<file path="src/rtl/gpio_pad_ctrl.sv">
// gpio_pad_ctrl: per-pad control with serial-loaded config, mgmt/user select, output hold and input sync
module gpio_pad_ctrl #(
  parameter int CFG_W = 7,
  parameter logic [CFG_W-1:0] CFG_DEFAULT = 7'h0B
) (
  input  logic       serial_clock,
  input  logic       resetn,
  input  logic       serial_data_in,
  input  logic       serial_shift,
  input  logic       serial_load,
  output logic       serial_data_out,
  output logic       cfg_err,
  input  logic       mgmt_gpio_out,
  input  logic       mgmt_gpio_oeb,
  output logic       mgmt_gpio_in,
  input  logic       user_gpio_out,
  input  logic       user_gpio_oeb,
  output logic       user_gpio_in,
  input  logic       pad_in,
  output logic       pad_out,
  output logic       pad_out_en_n,
  output logic       pad_input_dis,
  output logic [2:0] pad_dm
);
  logic [CFG_W-1:0] shift_q, shift_d, cfg_q, cfg_d;
  logic [3:0] cnt_q, cnt_d;
  logic [1:0] sync_q, sync_d;
  logic err_q, err_d, out_q, out_d, oen_q, oen_d;
  logic load_ok, src_out, src_oeb;
  always_comb begin
    load_ok = serial_load && cnt_q == 4'(CFG_W);
    shift_d = (serial_shift && !serial_load) ? {shift_q[CFG_W-2:0], serial_data_in} : shift_q;
    cnt_d   = serial_load ? 4'd0 : (serial_shift && cnt_q != 4'(CFG_W + 1)) ? cnt_q + 4'd1 : cnt_q;
    cfg_d   = load_ok ? shift_q : cfg_q;
    err_d   = serial_load ? !load_ok : err_q;
    src_out = cfg_q[0] ? mgmt_gpio_out : user_gpio_out;
    src_oeb = cfg_q[0] ? mgmt_gpio_oeb : user_gpio_oeb;
    out_d   = cfg_q[6] ? out_q : src_out;
    oen_d   = cfg_q[6] ? oen_q : (src_oeb | cfg_q[1]);
    sync_d  = {sync_q[0], pad_in};
  end
  always_ff @(posedge serial_clock or negedge resetn) begin
    if (!resetn) begin
      shift_q <= '0;
      cnt_q   <= '0;
      cfg_q   <= CFG_DEFAULT;
      err_q   <= 1'b0;
      out_q   <= 1'b0;
      oen_q   <= 1'b1;
      sync_q  <= '0;
    end else begin
      shift_q <= shift_d;
      cnt_q   <= cnt_d;
      cfg_q   <= cfg_d;
      err_q   <= err_d;
      out_q   <= out_d;
      oen_q   <= oen_d;
      sync_q  <= sync_d;
    end
  end
  assign serial_data_out = shift_q[CFG_W-1];
  assign cfg_err         = err_q;
  assign pad_out         = out_q;
  assign pad_out_en_n    = oen_q;
  assign pad_input_dis   = cfg_q[2];
  assign pad_dm          = cfg_q[5:3];
  assign mgmt_gpio_in    = sync_q[1] & cfg_q[0] & ~cfg_q[2];
  assign user_gpio_in    = sync_q[1] & ~cfg_q[0] & ~cfg_q[2];
endmodule
</file>
<file path="config.mk">
export PLATFORM = sky130hd
export DESIGN_NAME = gpio_pad_ctrl
export DESIGN_NICKNAME = d
export VERILOG_FILES = /design/src/rtl/gpio_pad_ctrl.sv
export SDC_FILE = /design/constraint.sdc
export NUM_CORES = 1
export LEC_CHECK = 0
export ABC_AREA = 1
export BUFFER_PORTS_ARGS = -buffer_cell sky130_fd_sc_hd__buf_2
export CAP_MARGIN = 5
export CORE_UTILIZATION = 28
export CTS_BUF_LIST = sky130_fd_sc_hd__clkbuf_4 sky130_fd_sc_hd__clkbuf_8
export DETAILED_ROUTE_END_ITERATION = 10
export PLACE_DENSITY_LB_ADDON = 0.08
export SLEW_MARGIN = 0
export SYNTH_ARGS = -nofsm -noshare
export SYNTH_HDL_FRONTEND = slang
export SYNTH_SLANG_ARGS = --single-unit
</file>
<file path="constraint.sdc">
create_clock -name serial_clock -period 1 [get_ports serial_clock]
set_input_delay 0.2 -clock serial_clock [delete_from_list [all_inputs] [get_ports serial_clock]]
set_output_delay 0.2 -clock serial_clock [all_outputs]
set_load 0.005 [all_outputs]
</file>
**After elaboration in Yosys (flattened, before gate mapping)**

Index checks and enable logic that the tools add are counted.

- Logic and storage cells: 27
- Flip-flop bits (word level): 23
- Output and inout bits: 10

- Reductions and logical operators: 6
- Mux-type cells: 4
- $add $sub $neg: 1
- Bitwise operators: 7
- Eq/ne operators: 2

Operator list:

| cell | number |
|---|---|
| $mux W4 | 2 |
| $add A4 B1 Y4 const B | 1 |
| $and A1 B1 Y1 | 4 |
| $eq A4 B3 Y1 const B | 1 |
| $ne A4 B4 Y1 const B | 1 |
| $logic_and A1 B1 Y1 | 3 |
| $logic_not A1 Y1 | 2 |
| $mux W1 | 2 |
| $not A1 Y1 | 2 |
| $reduce_bool A2 Y1 | 1 |
| $or A1 B1 Y1 | 1 |

**Longest topological paths before layout**

Gate-level depths: netlist of the first run.

- Word-level depth: 4
- Gate-level depth with buffers: 7

**Worst setup path before layout of the first run**

OpenSTA, ideal clock, no wires.

- Path type: flip-flop to flip-flop
- From: register cnt_q[0]
- To: register err_q, in the netlist cfg_err
- Buffers on the path: 1
- Cell stages (with the launch flop): 5
- Path slack: -0.083 ns
- Data arrival time: 1.018 ns
- Period minus slack after synthesis: 1.083 ns
- Cell sequence: dfrtp_1 > ha_1 > nand4_4 > buf_6 > o21a_1

- Cells in the longest elaborated chain, start to end: 3

RTL lines:

| item | line | RTL |
|---|---|---|
| start, declared | 26 | `logic [3:0] cnt_q, cnt_d;` |
| start signal, assigned | 53 | `cnt_q <= cnt_d;` |
| $eq A4 B3 Y1 | 31 | `load_ok = serial_load && cnt_q == 4'(CFG_W);` |
| $logic_and A1 B1 Y1 | 31 |  |
| $logic_not A1 Y1 | 35 | `err_d = serial_load ? !load_ok : err_q;` |
| end signal, assigned | 55 | `err_q <= err_d;` |
| end, declared | 28 | `logic err_q, err_d, out_q, out_d, oen_q, oen_d;` |

No other way between the ends.
A chain may end at the register's enable or synchronous reset.

**Worst setup path after layout of the first run**

- From: register cfg_q[0]
- To: output mgmt_gpio_in

- Cells in the longest elaborated chain, start to end: 2

RTL lines:

| item | line | RTL |
|---|---|---|
| start, declared | 25 | `logic [CFG_W-1:0] shift_q, shift_d, cfg_q, cfg_d;` |
| start signal, assigned | 54 | `cfg_q <= cfg_d;` |
| $and A1 B1 Y1 (2 in series) | 67 | `assign mgmt_gpio_in = sync_q[1] & cfg_q[0] & ~cfg_q[2];` |
| end, declared | 15 | `output logic mgmt_gpio_in,` |

No other way between the ends.

==> summary.txt, run 1 <==
Synth
  – Most instantiated cells after synthesis: 23 x nand2_1, 19 x dfrtp_1, 17 x inv_1
  – Top_reg_cell synth: dfrtp_1
  – Synth Register Bits: 23
  – Share of the synthesized area in the top cell type: 0.450
  – Largest area contributor in the netlist: dfrtp_1
  – Synth Warn #: 0
  – Cell count after synthesis: 109
  – Sequential-to-total area share from yosys stat: 0.549
  – Async S/R FF share, synth: 1.00
  – Post-synth EDFFs: 0
  – Syn_nets: 121
  – Cell variety after synth: 21
  – Most common cell in the netlist: nand2_1
  – Top post-synthesis cells by area: dfrtp_1 45%, dfstp_2 9.9%, nand2_1 8.2%
  – Mapped cell area: 1060 um2
  – Synth Area per Inst: 9.70 um2

Die
  – Die X-Extent: 63.5 um
  – I/O pin cnt: 20
  – Starting Density: 0.305
  – Core Area: 3470 um2
  – Die area: 4030 um2
  – DIE HEIGHT: 63.5 um
  – Row count: 21

Flow run
  – Max-cap viol count: 0

Placement
  – Setup Slack @ Placement: -0.173 ns
  – GPL Wtd Cong: 0.747
  – Post-DP HPWL: 1450 um
  – Placed cell area: 1250 um2
  – IO Port Bufs: 19

Run status
  – Violated checks: negative setup slack
  – Status: finished, violations left

STA
  – Fmax: 814 MHz
  – Max Clock Skew: 0.00678 ns
  – Final slew viol count: 0
  – Final hold vios: 0
  – Final period utilization: 1.23
  – Worst hold slack: 0.0508 ns
  – Setup-failing EPs final: 20
  – Setup tns final: -2.69 ns
  – Period minus WS final: 1.23 ns
  – Final WS setup: -0.228 ns
  – RSZ-0062 raised after global routing: yes
  – Worst slew margin: 0.776
  – Worst-Margin Slew: 0.335 ns

Pwr
  – Worst IR Drop VDD: 701 uV
  – PD cells: 1260 nW/um2
  – Leak: 0.706 nW
  – Sequential share of power: 0.538
  – Cell Int Power: 0.00146 W
  – Comb pwr share: 0.158
  – Pwr Total: 0.00195 W
  – Switching part of the total power: 0.251
  – P_sw: 0.000490 W
  – Clk pwr share: 0.303

Drt
  – WL met1: 1040 um
  – Vias/cell: 4.35
  – DR top layer: met4
  – Met2 wire length: 1140 um
  – Via count: 848
  – Post-DRT Antenna Nets: 0
  – Wire length on met3: 79 um
  – DR DRC count: 0
  – WL final: 2300 um
  – Wire per inst: 11.8 um
  – Drt first pass iters: 3
  – Starting DRT DRC Count: 28

CTS
  – Clk slew on worst S/H paths: 0.08 ns
  – CTS root buffer: clkbuf_8
  – Worst-Skew Late Latency: 0.26 ns
  – Buffer levels on the longest clock path: 2
  – CTS Sinks: 23
  – Cts bufs inserted: 3
  – H-tree depth: 1
  – CTS tree: yes

Worst setup path
  – WP data arrival: 1.03 ns
  – WP depth: 3
  – Worst R2R Path Depth: 7
  – Crit path max fanout: 3
  – RR Endpoint: cnt_q[0]
  – Delay-heaviest family, CP: flip-flops
  – CP startpoint kind: flop
  – Worst setup path class: reg2out
  – Critical path capture point type: primary output
  – Reg2Reg Setup Slack: -0.20 ns
  – FF-to-FF Start: cnt_q[0]
  – CP Buf/Inv Count: 1
  – CP max stage delay: 0.55 ns
  – Critical-path top delay cell: dfstp_2
  – Worst path cell trace: nand2_1, nor2_1, buf_2
  – Worst Path Required: 0.80 ns

Final layout
  – Design area: 1550 um2
  – Nets: 162
  – Register area: 582 um2
  – Share of cells above drive strength 1: 0.544
  – Area of the multi-input gates: 479 um2
  – N_diodes: 0
  – Synth-to-layout area growth: 46.2%
  – Fillers: 351

GRT
  – Initial antenna violation count: 0
  – GRT Resource Usage Total: 0.124
  – Total congestion overflow: 0
  – Vias in the first global route: 877
  – Largest net degree at the start of global routing: 24
  – Global-route wire length before repair: 3900 um

Worst hold path
  – Hold path depth: 1
  – Hold_sp: pad_in
  – Worst hold path type: in2reg
  – Worst Hold End: sync_q[0]
[layout by cell type (no fill, tap or decap)]
cell type	synthesis	routed
a31o_2	1	1
buf_6	2	5
a21oi_1	3	2
buf_4	3	14
dfrtp_2	0	1
o21ai_2	7	9
inv_2	0	1
nand3_2	1	2
ha_4	0	2
inv_1	17	15
nand3_4	0	2
nand4_4	1	1
nand3_1	5	2
dlygate4sd3_1	0	1
clkbuf_8	0	3
clkbuf_4	0	1
dfrtp_1	19	18
nand2_1	23	15
nor2_1	5	5
nand2_2	2	5
buf_2	0	19
nor3b_1	1	1
inv_4	0	1
clkbuf_16	0	1
nor2_4	1	1
dfstp_2	4	4
o21ai_0	9	7
buf_12	0	1
nand2_4	0	5
nor2_2	1	1
o21a_1	1	1
nand4_1	1	1
a21oi_2	0	1
[per-layer routing]
metal,global-route usage,vias up
li1,-,419
met3,0.0254,6
met5,0,-
met4,0.0511,0
met1,0.152,406
met2,0.210,17
[power by group through the flow]
stage	Sequential, W	Combinational [W]	Clock (W)
after floorplan	0.00106	0.000126	0
after global placement	0.00106	0.000223	0
after detailed placement	0.00107	0.000227	0
after CTS	0.00105	0.000273	0.000615
after global routing	0.00106	0.000349	0.000648
final	0.00105	0.000309	0.000592
[logic make-up (layout without fill, tap and decap cells)]
kind of cell / Yosys count / in the layout / share of synthesized area
AO/OA/AOI/OAI: 21 / 21 / 0.130
adder cells (fa/ha/maj): 2 / 2 / 0.0237
buffers and inverters: 22 / 62 / 0.103
flip-flops: 23 / 23 / 0.549
AND/OR/NAND/NOR: 41 / 41 / 0.194
[state kept, by name, indices dropped and copies added (netlist names)]
signal        cells
pad_out           1
shift_q           7
cfg_err           1
pad_out_en_n      1
cfg_q             7
cnt_q             4
sync_q            2
[cell type report]
cell class                 count  area share
multi-input combinational     64       0.310
inverter                      17      0.0429
clock buffer                   4      0.0316
tap                           46      0.0372
sequential                    23       0.377
timing repair buffer          41       0.202
[per-stage QoR]
stage,instances,util
after floorplan,109,-
after CTS,190,0.421
after global routing,195,0.446
after detailed placement,179,0.362
final,195,0.446
after global placement,179,0.362
[timing repair]
item / in CTS / in global routing
pin swaps: 6 / 5
hold buffers: 1 / 0
gates resized for setup: 23 / 15
setup buffers: 5 / 6
endpoints found under the hold margin: 19 / 0
gates cloned: 1 / 0
endpoints found under the setup margin: 17 / 22
[worst max-delay path by stage]
stage	from	endpoint	slack, ns
4_1_cts	cfg_q[0]	mgmt_gpio_in	-0.24
3_3_place_gp	cnt_q[0]	cnt_q[3]	-0.09
6_report	cfg_q[0]	mgmt_gpio_in	-0.23
3_5_place_dp	cnt_q[0]	cnt_q[0]	-0.17
2_1_floorplan	cnt_q[1]	cfg_q[2]	-0.06
5_1_grt	cfg_q[0]	mgmt_gpio_in	-0.31
(Power assumes the default switching activity.)
==> run 2, diff against run 1 <==
--- a/config.mk
+++ b/config.mk
@@ -5,7 +5,6 @@
 export SDC_FILE = /design/constraint.sdc
 export NUM_CORES = 1
 export LEC_CHECK = 0
-export ABC_AREA = 1
 export BUFFER_PORTS_ARGS = -buffer_cell sky130_fd_sc_hd__buf_2
 export CAP_MARGIN = 5
 export CORE_UTILIZATION = 28
==> run 2 against run 1 <==
  * The flow still finishes with violations (negative setup slack)
  * Synthesized area shrank 5.4%
  * Non-clock buffer count shrank 6
  * Clock power shrank 27%
  * Worst setup slack lost 0.10 ns
  * Core utilization shrank 5.2 points
  * Count of clock-buffer cells in the layout shrank 1
  * Clock skew grew 0.00058 ns
  * Via count shrank 24%
  * Worst hold slack gained 0.055 ns
  * Fmax shrank 7.6%
  * Largest cell class unchanged
==> summary.txt, run 2 <==
Die
  – Starting Density: 0.295 (-0.00989)
  – DIE HEIGHT: 61.8 um (-2.7%)
  – Die X-Extent: 61.8 um (-2.7%)
  – Die area: 3810 um2 (-5.3%)
  – I/O pin cnt: 20 (unchanged)
  – Core Area: 3390 um2 (-2.3%)
  – Row count: 21 (unchanged)

Synth
  – Top post-synthesis cells by area: dfrtp_1 48%, mux2_2 17%, dfstp_2 11%
  – Most instantiated cells after synthesis: 19 x dfrtp_1, 15 x mux2_2, 5 x nand2_1
  – Async S/R FF share, synth: 1.00 (unchanged)
  – Synth Warn #: 0 (unchanged)
  – Mapped cell area: 1000 um2 (-5.4%)
  – Cell count after synthesis: 73 (-33%)
  – Most common cell in the netlist: dfrtp_1
  – Largest area contributor in the netlist: dfrtp_1
  – Share of the synthesized area in the top cell type: 0.476 (+0.0259)
  – Syn_nets: 85 (-30%)
  – Synth Register Bits: 23 (unchanged)
  – Top_reg_cell synth: dfrtp_1
  – Cell variety after synth: 22 (+4.8%)
  – Sequential-to-total area share from yosys stat: 0.581 (+0.0316)
  – Post-synth EDFFs: 0 (unchanged)
  – Synth Area per Inst: 13.7 um2 (+41%)

Worst setup path
  – CP startpoint kind: flop
  – Critical path capture point type: flop
  – Crit path max fanout: 3 (unchanged)
  – Worst Path Required: 1.20 ns (+0.40 ns)
  – Worst setup path class: reg2reg
  – Worst path cell trace: inv_2, ha_4, nand2_2, o21a_1, mux2_4
  – Delay-heaviest family, CP: flip-flops
  – CP max stage delay: 0.46 ns (-0.09 ns)
  – CP Buf/Inv Count: 1 (unchanged)
  – Critical-path top delay cell: dfrtp_2
  – WP data arrival: 1.53 ns (+0.50 ns)

Final layout
  – Share of cells above drive strength 1: 0.626 (+0.0825)
  – Largest regs: cfg_q x7, shift_q x7, cnt_q x4
  – Most frequent cells in the layout: 18 x buf_2, 17 x dfrtp_1, 13 x mux2_2
  – N_diodes: 0 (unchanged)
  – Synth-to-layout area growth: 33.5%
  – Most common cell after layout, fill and taps aside: buf_2
  – Nets: 120 (-26%)

Pwr
  – P_sw: 0.000486 W (-0.68%)
  – Pwr Total: 0.00191 W (-2.2%)
  – Comb pwr share: 0.175 (+0.017)
  – Clk pwr share: 0.225 (-0.078)
  – PD cells: 1430 nW/um2 (+13%)
  – Sequential share of power: 0.601 (+0.063)
  – Worst IR Drop VDD: 752 uV (+7.2%)
  – Switching part of the total power: 0.255 (+0.00399)
  – Leak: 0.634 nW (-10%)
  – Cell Int Power: 0.00142 W (-2.8%)

CTS
  – Clk slew on worst S/H paths: 0.13 ns (+0.05 ns)
  – CTS tree: yes
  – CTS Sinks: 23 (unchanged)
  – CTS root buffer: clkbuf_4
  – H-tree depth: 1 (unchanged)
  – Cts bufs inserted: 3 (unchanged)
  – Worst-Skew Late Latency: 0.31 ns (+0.05 ns)
  – Buffer levels on the longest clock path: 2 (unchanged)

Drt
  – Post-DRT Antenna Nets: 0 (unchanged)
  – Vias/cell: 4.23 (-2.8%)
  – DR DRC count: 0 (unchanged)
  – WL final: 1760 um (-24%)
  – Starting DRT DRC Count: 9 (-68%)
  – Drt first pass iters: 4 (+1)
  – Wire per inst: 11.5 um (-2.8%)
  – Via count: 647 (-24%)

STA
  – Final WS setup: -0.329 ns (-0.101 ns)
  – Final hold vios: 0 (unchanged)
  – Worst-Margin Slew: 0.294 ns (-0.0414 ns)
  – Fmax: 752 MHz (-7.6%)
  – Setup-failing EPs final: 23 (+15%)
  – RSZ-0062 raised after global routing: yes
  – Period minus WS final: 1.33 ns (+0.101 ns)
  – Max Clock Skew: 0.00736 ns (+0.000584 ns)
  – Final slew viol count: 0 (unchanged)
  – Final period utilization: 1.33 (+0.101)
  – Worst slew margin: 0.804 (+0.0282)

Placement
  – GPL Wtd Cong: 0.697 (-6.7%)
  – Post-DP HPWL: 1200 um (-17%)
  – Setup Slack @ Placement: -0.291 ns (-0.118 ns)
  – IO Port Bufs: 19 (unchanged)

Run status
  – Violated checks: negative setup slack
  – Status: finished, violations left

Worst hold path
  – Worst hold path type: in2reg

GRT
  – GRT Resource Usage Total: 0.106 (-0.0184)
  – Total congestion overflow: 0 (unchanged)
  – Vias in the first global route: 633 (-28%)
  – Met2 Resource Use GR: 0.180 (-0.0304)
  – GRT busiest layer: met2
  – Routing usage on met1: 0.118 (-0.0337)
  – GR Util met3: 0.0518 (+0.0264)
  – Global-route wire length before repair: 2800 um (-28%)
  – Largest net degree at the start of global routing: 24 (unchanged)
  – Initial antenna violation count: 0 (unchanged)

Flow run
  – Max-cap viol count: 0 (unchanged)
## run 2: cell count changes after synthesis, sizes merged, moves of 4 or more
cell / before / now
nand2: 25 / 5
inv: 17 / 2
mux2: 0 / 15
o21ai: 16 / 2
nand3: 6 / 0
nor2: 7 / 3
## run 2: logic make-up (layout without fill, tap and decap cells)
group	Yosys count	in the layout	share of synthesized area
DFF	23	23	0.581
muxes	17	17	0.189
and+or+nand+nor	17	17	0.110
buffers and inverters	7	41	0.0488
AOI/OAI and AO/OA	6	6	0.0375
adders and majority gates	2	2	0.0250
xor gates and xnor gates	1	1	0.00876
## run 2: worst reg2reg max path, cell delays in order, from the launching register on
cell	delay, ns
dfrtp_2	0.46
inv_2	0.09
ha_4	0.12
nand2_2	0.05
o21a_1	0.20
mux2_4	0.30
## run 2: timing repair
action,4_1_cts,5_1_grt
endpoints found under the setup margin,23,24
resized for setup,11,7
pin swaps,3,3
hold buffers,2,0
setup buffers,5,1
endpoints found under the hold margin,20,0
## run 2: final cells by class
type	instances	area, um2
clock buffer	3	22.5
multi-input combinational	43	422
clock inverter	1	5.00
timing repair buffer	35	238
sequential	23	583
inverter	2	7.51
tap	46	57.6
fill	322	2050
## run 2: stage by stage
step / hold WS, ns / utilization / setup TNS (ns) / cells / area, um2
2_1_floorplan: -0.0956 / - / -1.97 / 73 / 1010
3_3_place_gp: 0.195 / 0.348 / -3.17 / 141 / 1180
3_5_place_dp: 0.198 / 0.348 / -3.45 / 141 / 1180
4_1_cts: 0.0900 / 0.385 / -4.17 / 152 / 1300
5_1_grt: 0.0878 / 0.394 / -5.11 / 153 / 1340
6_report: 0.105 / 0.394 / -3.89 / 153 / 1340
## run 2: power by group through the flow
| stage | sequential (W) | clock [W] | combinational (W) |
|---|---|---|---|
| floorplan | 0.00114 | 0 | 0.000160 |
| global placement | 0.00116 | 0 | 0.000260 |
| detailed placement | 0.00117 | 0 | 0.000261 |
| CTS | 0.00114 | 0.000456 | 0.000330 |
| global route | 0.00117 | 0.000491 | 0.000371 |
| finish | 0.00115 | 0.000430 | 0.000333 |
## run 2: worst paths after layout
kind / from / end / slack (ns) / depth (start not counted)
max in group asynchronous: resetn / cfg_q[3] / 0.34 / 3
worst max register to register: cnt_q[0] / cnt_q[0] / -0.33 / 5
worst min register to register: sync_q[0] / sync_q[1] / 0.38 / 0
worst max-delay path: cnt_q[0] / cnt_q[0] / -0.33 / 5
min in group asynchronous: resetn / sync_q[0] / 0.37 / 3
worst min-delay path: serial_data_in / shift_q[0] / 0.11 / 2
## run 2: routing by layer
| layer | part of all wire | routed length, um |
|---|---|---|
| met1 | 0.49 | 854 |
| met5 | 0 | 0 |
| met2 | 0.43 | 759 |
| met4 | 0.0091 | 16 |
| met3 | 0.071 | 125 |
